## config.mk

```make
export PLATFORM = sky130hd
export DESIGN_NAME = tx_arbiter
export DESIGN_NICKNAME = d
export VERILOG_FILES = /design/src/rtl/tx_arbiter.sv
export SDC_FILE = /design/constraint.sdc
export NUM_CORES = 1
export LEC_CHECK = 0
export BUFFER_PORTS_ARGS = -buffer_cell sky130_fd_sc_hd__buf_2
export CORE_AREA = 2 2 48 72
export DETAILED_ROUTE_END_ITERATION = 12
export DIE_AREA = 0 0 50 74
export PLACE_DENSITY_LB_ADDON = 0.25
export SETUP_SLACK_MARGIN = 0.2
export SLEW_MARGIN = 10
export SYNTH_ARGS = -nofsm -noshare
export SYNTH_HDL_FRONTEND = slang
export SYNTH_SLANG_ARGS = --single-unit
export TNS_END_PERCENT = 10
```

## constraint.sdc

```tcl
create_clock -name clk -period 2.5 [get_ports clk]
set_clock_uncertainty 0.05 [all_clocks]
set_input_delay 0.125 -clock clk [delete_from_list [all_inputs] [get_ports clk]]
set_output_delay 0.125 -clock clk [all_outputs]
set_load 0.005 [all_outputs]
```

## src/rtl/tx_arbiter.sv

```systemverilog
// tx_arbiter: round-robin lock arbiter letting NREQ message sources share one UART transmitter
module tx_arbiter #(
  parameter int NREQ = 3,
  parameter int START_TO = 16,
  parameter int GAP = 0,
  localparam int OW = (NREQ > 1) ? $clog2(NREQ) : 1
) (
  input  logic              clk,
  input  logic              rst,
  input  logic [NREQ-1:0]   req_valid,
  input  logic [8*NREQ-1:0] req_data,
  input  logic [NREQ-1:0]   req_last,
  output logic [NREQ-1:0]   req_ready,
  output logic              uart_transmit,
  output logic [7:0]        uart_tx_byte,
  input  logic              uart_busy,
  output logic [OW-1:0]     owner,
  output logic              locked,
  output logic              timeout_err
);
  localparam int CW = $clog2(((START_TO > GAP) ? START_TO : GAP) + 1);
  typedef enum logic [2:0] {S_IDLE, S_SEND, S_START, S_BUSY, S_GAP} state_t;
  state_t r_state, w_state_n;
  logic [CW-1:0] r_cnt;
  logic [OW-1:0] r_owner, r_rr, w_pick, w_rr_n;
  logic [7:0] r_byte, w_byte;
  logic r_last, r_timeout, w_last, w_ovalid, w_hs, w_to, w_rel;
  logic [NREQ-1:0] w_rot;
  always_comb begin
    w_rot = NREQ'({req_valid, req_valid} >> r_rr);
    w_pick = r_rr;
    for (int k = NREQ - 1; k >= 0; k--)
      if (1'(w_rot >> k))
        w_pick = (int'(r_rr) + k >= NREQ) ? OW'(int'(r_rr) + k - NREQ) : OW'(int'(r_rr) + k);
  end
  assign w_byte = 8'(req_data >> {r_owner, 3'b000});
  assign w_last = 1'(req_last >> r_owner);
  assign w_ovalid = 1'(req_valid >> r_owner);
  assign w_hs = (r_state == S_SEND) && w_ovalid;
  assign w_to = (r_state == S_START) && !uart_busy && (r_cnt == CW'(START_TO - 1));
  assign w_rr_n = (r_owner == OW'(NREQ - 1)) ? '0 : r_owner + 1'b1;
  always_comb begin
    w_state_n = r_state;
    w_rel = 1'b0;
    case (r_state)
      S_IDLE:  w_state_n = |req_valid ? S_SEND : S_IDLE;
      S_SEND:  w_state_n = w_hs ? S_START : S_SEND;
      S_START: w_state_n = uart_busy ? S_BUSY : (w_to ? S_IDLE : S_START);
      S_BUSY: begin
        w_rel = !uart_busy && r_last;
        w_state_n = uart_busy ? S_BUSY : (!r_last ? S_SEND : (GAP > 0 ? S_GAP : S_IDLE));
      end
      S_GAP:   w_state_n = (r_cnt == CW'(GAP - 1)) ? S_IDLE : S_GAP;
      default: w_state_n = S_IDLE;
    endcase
  end
  always_ff @(posedge clk) begin
    if (rst) begin
      r_state <= S_IDLE;
      r_cnt <= '0;
      r_owner <= '0;
      r_rr <= '0;
      r_byte <= '0;
      r_last <= 1'b0;
      r_timeout <= 1'b0;
    end else begin
      r_state <= w_state_n;
      r_cnt <= (w_state_n == r_state && (r_state == S_START || r_state == S_GAP)) ? r_cnt + 1'b1 : '0;
      r_timeout <= w_to;
      if (r_state == S_IDLE && |req_valid) r_owner <= w_pick;
      if (w_hs) begin
        r_byte <= w_byte;
        r_last <= w_last;
      end
      if (w_rel || w_to) r_rr <= w_rr_n;
    end
  end
  assign req_ready = w_hs ? NREQ'(1) << r_owner : '0;
  assign uart_transmit = (r_state == S_START) && (r_cnt == '0);
  assign uart_tx_byte = r_byte;
  assign owner = r_owner;
  assign locked = (r_state == S_SEND) || (r_state == S_START) || (r_state == S_BUSY);
  assign timeout_err = r_timeout;
endmodule

```

Word-level counts from Yosys, hierarchy flattened
Cells that the tools add are included.
- $add $sub $neg: 7
- multiply operators: 0
- div/mod/pow operators: 0
- order comparisons: 3
- equality and inequality tests: 8
- shift-type cells: 5
- muxes and demuxes: 17
- bitwise operators: 1
- reductions and logical operators: 16
- operators by type and width (operator ; number):
    24-bit by 5-bit right shift with 8-bit output ; 1
    2-bit two-way mux ; 11
    3-bit case mux with 5 select lines ; 1
    1-bit logical AND ; 7
    3-bit by 2-bit equality test with 1-bit output (second input constant) ; 2
    3-bit by 2-bit greater-or-equal comparator with 1-bit output (second input constant) ; 2
    3-bit two-way mux ; 2
    3-bit by 2-bit right shift with 1-bit output ; 2
    6-bit by 2-bit right shift with 3-bit output ; 1
    5-bit by 1-bit adder with 5-bit output (second input constant) ; 1
    5-bit by 4-bit equality test with 1-bit output (second input constant) ; 1
    5-bit equality test (second input constant) ; 1
    5-bit zero test ; 1
    1-bit logical OR ; 4
    2-bit by 1-bit subtractor with 2-bit output (second input constant) ; 2
    2-bit by 1-bit adder with 3-bit output (second input constant) ; 1
    2-bit by 2-bit adder with 3-bit output (second input constant) ; 1
    3-bit by 1-bit equality test with 1-bit output (second input constant) ; 1
    3-bit equality test ; 1
    3-bit equality test (second input constant) ; 1
    3-bit zero test ; 1
    1-bit two-way mux ; 3
    3-bit OR reduction ; 1
    1-bit by 2-bit left shift with 3-bit output (first input constant) ; 1
    7 further kinds ; 7
- flip-flop bits (word level): 22
- latch bits: 0
- bits in writable memories: 0
- memory bits (read-only): 0
- input bits: 33
- output and inout port bits: 16
- word-level logic and storage cells: 64
- memories kept: 0

Logic depth before layout (Yosys ltp)
Gate-level depths: netlist of run 1.
- depth after elaboration: 10
- gate-level depth with buffers: 9
- gate-level depth less buffers: 7

Least setup slack after synthesis of run 1
Ideal clock, no wire load.
- kind: register -> register
- start: reg r_rr[0]
- end: reg r_owner[0] (netlist: owner[0])
- library setup time: 0.101 ns
- data arrival time: 1.749 ns
- data required time: 2.349 ns
- path slack: 0.600 ns
- cell stages (with the launch flop): 9
- buffers on the path: 2
- period minus slack after synthesis: 1.900 ns
- path through: dfxtp_1 -> buf_2 -> buf_2 -> inv_1 -> ha_1 -> a21oi_1 -> a221oi_1 -> nor4_1 -> o41ai_1
- word-level cells in the longest chain between the ends: 6
- elaborated cells on any way between the ends: 15
- those cells by class: add/sub: 5; order compare: 3; shift: 1; mux: 6
- RTL lines (item ; line ; RTL):
    from (decl) ; 25 ; logic [OW-1:0] r_owner, r_rr, w_pick, w_rr_n;
    from (signal assigned) ; 75 ; if (w_rel || w_to) r_rr <= w_rr_n;
    2-bit by 2-bit adder with 3-bit output ; 34 ; w_pick = (int'(r_rr) + k >= NREQ) ? OW'(int'(r_rr) + k - NREQ) : OW'(int'(r_rr) + k);
    3-bit by 2-bit greater-or-equal comparator with 1-bit output or 2-bit by 1-bit subtractor with 2-bit output (tied branches) ; 34 ;
    2-bit two-way mux ; 34 ;
    2-bit two-way mux (2 in a row) ; 33 ; if (1'(w_rot >> k))
    2-bit two-way mux * ; 33 ;
    to (signal assigned) ; 70 ; if (r_state == S_IDLE && |req_valid) r_owner <= w_pick;
    to (decl) ; 25 ;
Mark *: on every way between the ends. The rest lies on a longest branch, timed or not.
A chain may end at the register's enable or synchronous reset.

Worst setup path in the final report of run 1
Ends and elaborated chain as after synthesis.

==> summary.md, run 1 <==
| Metric | Value |
|---|---|
| Hold EP | timeout_err |
| Hold_ws | 0.04807 ns |
| Cells on worst reg2reg path | 6 |
| RePlAce Congestion | 0.7762 |
| Grt ovf | 0 |
| Die X | 50 um |
| Number of synthesized register bits | 22 |
| Critical path peak fanout | 16 |
| Die height | 74 um |
| Syn. warnings | 0 |
| CTS tree | built |
| Ports | 49 |
| Post-synth EDFFs | 0 |
| First-pass iteration count of the detailed router | 4 |
| Main synth FF type | dfxtp_1 |
| Sw Ratio | 26.21% |
| Worst-Margin Slew | 0.5418 ns |
| Area grow syn2layout | 19.90% |
| Clock transition at path regs | 0.08 ns |
| Post-DR vias/cell | 5.308 |
| Relative slew slack | 63.83% |
| DRT iter0 DRCs | 23 |
| NumNets Final | 263 |
| TritonCTS Buffers | 3 |
| Commonest non-fill, non-tap cell in the layout | buf_2 |
| CP Cell Sequence | inv_1 -> ha_1 -> a21oi_1 -> a221oi_1 -> nor4_1 -> o41ai_1 |
| Initial antenna violation count | 0 |
| Worst EP required | 2.61 ns |
| Proportion of power drawn by combinational gates | 23.4% |
| Final setup vio count | 0 |
| Syn avg cell area | 7.963 sq um |
| Initial cell density of the core | 47.31% |
| H-Tree Level Count | 1 |
| Sink Count | 22 |
| Skew-Pair Late Insertion Delay | 0.26 ns |
| R2R setup slack | 0.40 ns |
| Max stage delay on crit path | 0.67 ns |
| Final instance area | 0.001757 sq mm |
| CTS Buffer Depth | 2 |
| Clock Power Share | 34.4% |
| Max Freq | 475.9 MHz |
| Critical Path AT | 2.21 ns |
| Worst reg2reg startpoint | r_rr[0] |
| Peak supply drop | 0.0004609 V |
| Critical path class | flip-flop to flip-flop |
| Setup TNS | 0 ns |
| Crit. End Element | flip-flop |
| Syn_nets | 223 |
| Diode count | 0 |
| Via count | 1396 |
| Area after DPL | 0.001684 sq mm |
| Post-route DRC | 0 |
| Worst r2r dst | owner[0] |
| Seq/Total Area, Yosys | 30.06% |
| Largest net degree at the start of global routing | 23 |
| Tot Pwr | 938.7 uW |
| Share of total power in sequential cells | 42.2% |
| Root Driver | clkbuf_8 |
| Routed wire length | 3.146 mm |
| Final min period | 2.101 ns |
| Post-CTS Setup Bufs | 0 |
| Vias in the first global route | 1287 |
| Net Sw Power | 246.1 uW |
| Tcrit/Tclk final | 84.05% |
| Final hold viol count | 0 |
| Post-Syn Instances | 184 |
| Core area | 0.003097 sq mm |
| Startpoint Class | flip-flop |
| Worst hold stages | 2 |
| Synth cell types | 41 |
| Status | completed |
| GRT Util Overall | 17.71% |
| Internal power | 692.6 uW |
| Async S/R FF share, synth | 0% |
| Filler cell count | 295 |
| Port Buffers | 48 |
| Drt wl/cell | 11.96 um |
| Final Slew Violations | 0 |
| Core Rows | 25 |
| Leakage dissipation | 0.0007735 uW |
| Layout cells sized above 1 | 28.70% |
| Pwr dens | 534.4 mW/mm^2 |
| Hold Path Class | primary input to flip-flop |
| RSZ-0062 raised after global routing | yes |
| Max_cap viols | 0 |
| Global-route wire length before repair | 5.278 mm |
| Post-DP HPWL | 2.392 mm |
| Worst min-delay path startpoint | uart_busy |
| Highest-delay cell along the critical path | dfxtp_1 |
| Die Area | 0.003700 sq mm |
| Most frequent cells in the layout | buf_2, nor2_1, dfxtp_1 |
| Final ANT Viol Nets | 0 |
| Mapped Area | 0.001465 sq mm |
## critical path, delay by kind of cell (launching register included)
kind | cells | cell delay, ns
adder cells (fa/ha/maj) | 1 | 0.37
buffers and inverters | 1 | 0.10
flip-flops | 1 | 0.67
AO/OA/AOI/OAI | 3 | 0.71
AND/OR/NAND/NOR | 1 | 0.11
## flip-flops by register name, summed over array words and instances (netlist names)
register / flops
owner: 2
r_rr: 2
r_state: 3
timeout_err: 1
r_last: 1
r_cnt: 5
uart_tx_byte: 8
## per-stage QoR
step	instances	setup WS [ns]	utilization, %
after floorplan	184	0.6005	-
after global placement	259	0.5140	54.38
after detailed placement	259	0.4614	54.38
after CTS	263	0.2562	56.69
after global routing	263	0.1817	56.73
final	263	0.3986	56.73
## how the worst max path moves through the flow
stage | depth (start not counted) | endpoint | slack (ns) | startpoint
after global routing | 6 | owner[0] | 0.18 | r_rr[0]
after CTS | 6 | req_ready[0] | 0.26 | owner[0]
after detailed placement | 6 | owner[0] | 0.46 | r_rr[0]
after global placement | 6 | owner[0] | 0.51 | r_rr[0]
after floorplan | 8 | owner[0] | 0.60 | r_rr[0]
final | 6 | owner[0] | 0.40 | r_rr[0]
## power groups by stage
| stage | registers, uW | logic [uW] | clock network, uW |
|---|---|---|---|
| after floorplan | 399 | 165 | 0 |
| after global placement | 405 | 219 | 0 |
| after detailed placement | 404 | 222 | 0 |
| after CTS | 396 | 223 | 333 |
| after global routing | 399 | 248 | 345 |
| final | 396 | 219 | 323 |
## cell families (layout without fill, tap and decap cells)
group                      count (synthesis)  after routing  synth area share (%)
muxes                                     17             17                 11.70
DFF                                       22             22                 30.06
xor gates and xnor gates                   2              2                 1.196
adders and majority gates                  6              6                 5.124
buffers and inverters                     25             64                 8.710
and+or+nand+nor                           68             68                 23.57
AOI/OAI and AO/OA                         44             44                 19.64
## repair_timing
action,4_1_cts,5_1_grt
hold buffers,0,0
setup endpoints to repair,0,4
gates resized for setup,0,1
## per-layer routing
metal	up-vias	track usage, %	part of all wire (%)
li1	722	-	-
met1	631	20.78	44
met2	41	33.04	51
met3	2	2.811	4.5
met4	0	4.630	0.45
met5	-	0	0
## final cells by class
class | instances | area, sq um | area share (%)
clock buffer | 3 | 41.29 | 2.350
inverter | 9 | 33.78 | 1.923
sequential | 22 | 440.4 | 25.07
multi-input combinational | 137 | 898.4 | 51.14
timing repair buffer | 51 | 262.8 | 14.96
tap | 40 | 50.05 | 2.849
clock inverter | 1 | 30.03 | 1.709
## cell usage after synthesis, types with 2 or more instances
master    instances  area (sq um)
nor3_1            3         15.01
nand3_1           2         10.01
buf_6             3         33.78
nor2b_1           5         31.28
inv_1             9         33.78
mux2i_1          16         160.2
and3_1            4         25.02
nor4_1            2         12.51
a21oi_1          19         95.09
nor2_1           37         138.9
buf_2             9         45.04
and2_1            3         18.77
ha_1              6         75.07
dfxtp_1          22         440.4
nand2_1           3         11.26
clkbuf_1          4         15.01
a211oi_1          9         67.56
a221oi_1          2         17.52
o21ai_0           4         20.02
Power figures use the tool's default switching activity.
==> run 2: changes to the inputs <==
--- a/config.mk
+++ b/config.mk
@@ -6,9 +6,9 @@
 export NUM_CORES = 1
 export LEC_CHECK = 0
 export BUFFER_PORTS_ARGS = -buffer_cell sky130_fd_sc_hd__buf_2
-export CORE_AREA = 2 2 48 72
+export CORE_AREA = 2 2 50 75
 export DETAILED_ROUTE_END_ITERATION = 12
-export DIE_AREA = 0 0 50 74
+export DIE_AREA = 0 0 52 77
 export PLACE_DENSITY_LB_ADDON = 0.25
 export SETUP_SLACK_MARGIN = 0.2
 export SLEW_MARGIN = 10
==> constraint.sdc (replaced) <==
create_clock -name clk -period 1.8 [get_ports clk]
set_clock_uncertainty 0.05 [all_clocks]
set_input_delay 0.09 -clock clk [delete_from_list [all_inputs] [get_ports clk]]
set_output_delay 0.09 -clock clk [all_outputs]
set_load 0.005 [all_outputs]
==> summary.md, run 2 (synthesized netlist as in run 1, its figures left out) <==
| Metric | Value |
|---|---|
| Hold EP | uart_tx_byte[2] |
| Most frequent cells in the layout | buf_2, nor2_1, dfxtp_1 |
| Hold_ws | 0.1055 ns |
| Setup TNS | 0 ns |
| WP buf/inv | 0 |
| Post-DR vias/cell | 5.175 |
| Status | completed |
| Worst reg2reg startpoint | r_cnt[0] |
| Final hold viol count | 0 |
| Layout cells sized above 1 | 39.92% |
| Grt ovf | 0 |
| Highest-delay cell along the critical path | or4_4 |
| Clock transition at path regs | 0.07 ns |
| Pwr dens | 635.8 mW/mm^2 |
| Cells on worst reg2reg path | 7 |
| First-pass iteration count of the detailed router | 5 |
| Setup WS post-layout | 0.07414 ns |
| Drt wl/cell | 12.45 um |
| Ports | 49 |
| H-Tree Level Count | 1 |
| Initial antenna violation count | 0 |
| Area grow syn2layout | 35.01% |
| Startpoint Class | flip-flop |
| Worst EP required | 1.95 ns |
| Port Buffers | 48 |
| Leakage dissipation | 0.0008546 uW |
| Crit. End Element | flip-flop |
| NumNets Final | 278 |
| Root Driver | clkbuf_8 |
| Peak supply drop | 0.0006087 V |
| Core Rows | 26 |
| Largest net degree at the start of global routing | 19 |
| Worst min-delay path startpoint | req_data[18] |
| Worst r2r dst | r_cnt[4] |
| Place WS | 0.02073 ns |
| Post-DP HPWL | 2.512 mm |
| Die X | 52 um |
| Worst-Margin Slew | 0.3526 ns |
| CP Cell Sequence | ha_4 -> and3_4 -> ha_4 -> a21oi_2 -> a21oi_2 -> or4_4 -> nor2_2 |
| Post-route DRC | 0 |
| Final setup vio count | 0 |
| RSZ-0062 raised after global routing | yes |
| Via count | 1449 |
| CTS Buffer Depth | 2 |
| Hold Path Class | primary input to flip-flop |
| Die height | 77 um |
| Max Freq | 579.4 MHz |
| Diode count | 0 |
| Final Slew Violations | 0 |
| TritonCTS Buffers | 3 |
| Relative slew slack | 76.28% |
| Critical path peak fanout | 5 |
| Sink Count | 22 |
| GRT Util Overall | 18.63% |
| Max stage delay on crit path | 0.46 ns |
| DRT iter0 DRCs | 24 |
| Max_cap viols | 0 |
| Worst hold stages | 3 |
| Final ANT Viol Nets | 0 |
| Crit path max-delay family | simple AND/OR/NAND/NOR gates |
| Tcrit/Tclk final | 95.88% |
| Core area | 0.003351 sq mm |
| Commonest non-fill, non-tap cell in the layout | buf_2 |
| Critical path class | flip-flop to flip-flop |
| Tot Pwr | 1258 uW |
| CTS tree | built |
| R2R setup slack | 0.07 ns |
| Critical Path AT | 1.88 ns |
| Final min period | 1.726 ns |
| Initial cell density of the core | 43.73% |
| Routed wire length | 3.486 mm |
| RePlAce Congestion | 0.7956 |
| Die Area | 0.004004 sq mm |
| Global-route wire length before repair | 5.940 mm |
| Largest register FFs | 8 |
| Vias in the first global route | 1400 |
| Skew-Pair Late Insertion Delay | 0.26 ns |
| Fin util | 59.04% |
[run 2: power by group]
part	total (uW)	leakage (uW)	internal, uW	switching [uW]
Combinational	369	0.000644	183	186
Clock	342	0.0000288	195	148
Sequential	546	0.000182	521	24.8
[run 2: worst max-delay path by stage]
stage | start | slack (ns) | depth (start not counted) | to
after floorplan | r_cnt[0] | 0.12 | 7 | r_cnt[2]
after global placement | r_cnt[0] | 0.07 | 7 | r_cnt[3]
after detailed placement | r_cnt[0] | 0.02 | 7 | r_cnt[3]
after CTS | r_cnt[0] | 0.01 | 7 | r_cnt[3]
after global routing | r_cnt[0] | 0.02 | 7 | r_cnt[4]
final | r_cnt[0] | 0.07 | 7 | r_cnt[4]
[run 2: through the flow]
stage	instance area, sq um	std cells
after floorplan	1496	184
after global placement	1765	269
after detailed placement	1765	269
after CTS	1922	279
after global routing	1978	280
final	1978	280
[run 2: repair_timing]
item,in CTS,in global routing
hold buffers,1,0
cloned,1,0
hold endpoints to repair,1,0
resized for setup,13,11
pin swaps,2,1
setup endpoints to repair,21,21
setup buffers,4,1
[run 2: tightest hold or removal path: stages]
cell and delay, ns:
buf_2 0.10, a21oi_1 0.11, a211oi_1 0.07
[run 2: routing by layer]
metal  vias to the layer above  global-route usage (%)  wire [um]  part of all wire [%]
li1                        751                       -          -                     -
met1                       662                   21.64       1523                    44
met2                        32                   33.67       1800                    52
met3                         4                   2.140        117                   3.4
met4                         0                   6.316         44                   1.3
met5                         -                       0          0                     0
[run 2: cell type report]
| type | instances | area, sq um |
|---|---|---|
| timing repair buffer | 66 | 389.1 |
| inverter | 9 | 33.78 |
| multi-input combinational | 137 | 997.2 |
| tap | 42 | 52.55 |
| fill | 333 | 1373 |
| sequential | 22 | 450.4 |
| clock buffer | 4 | 55.05 |
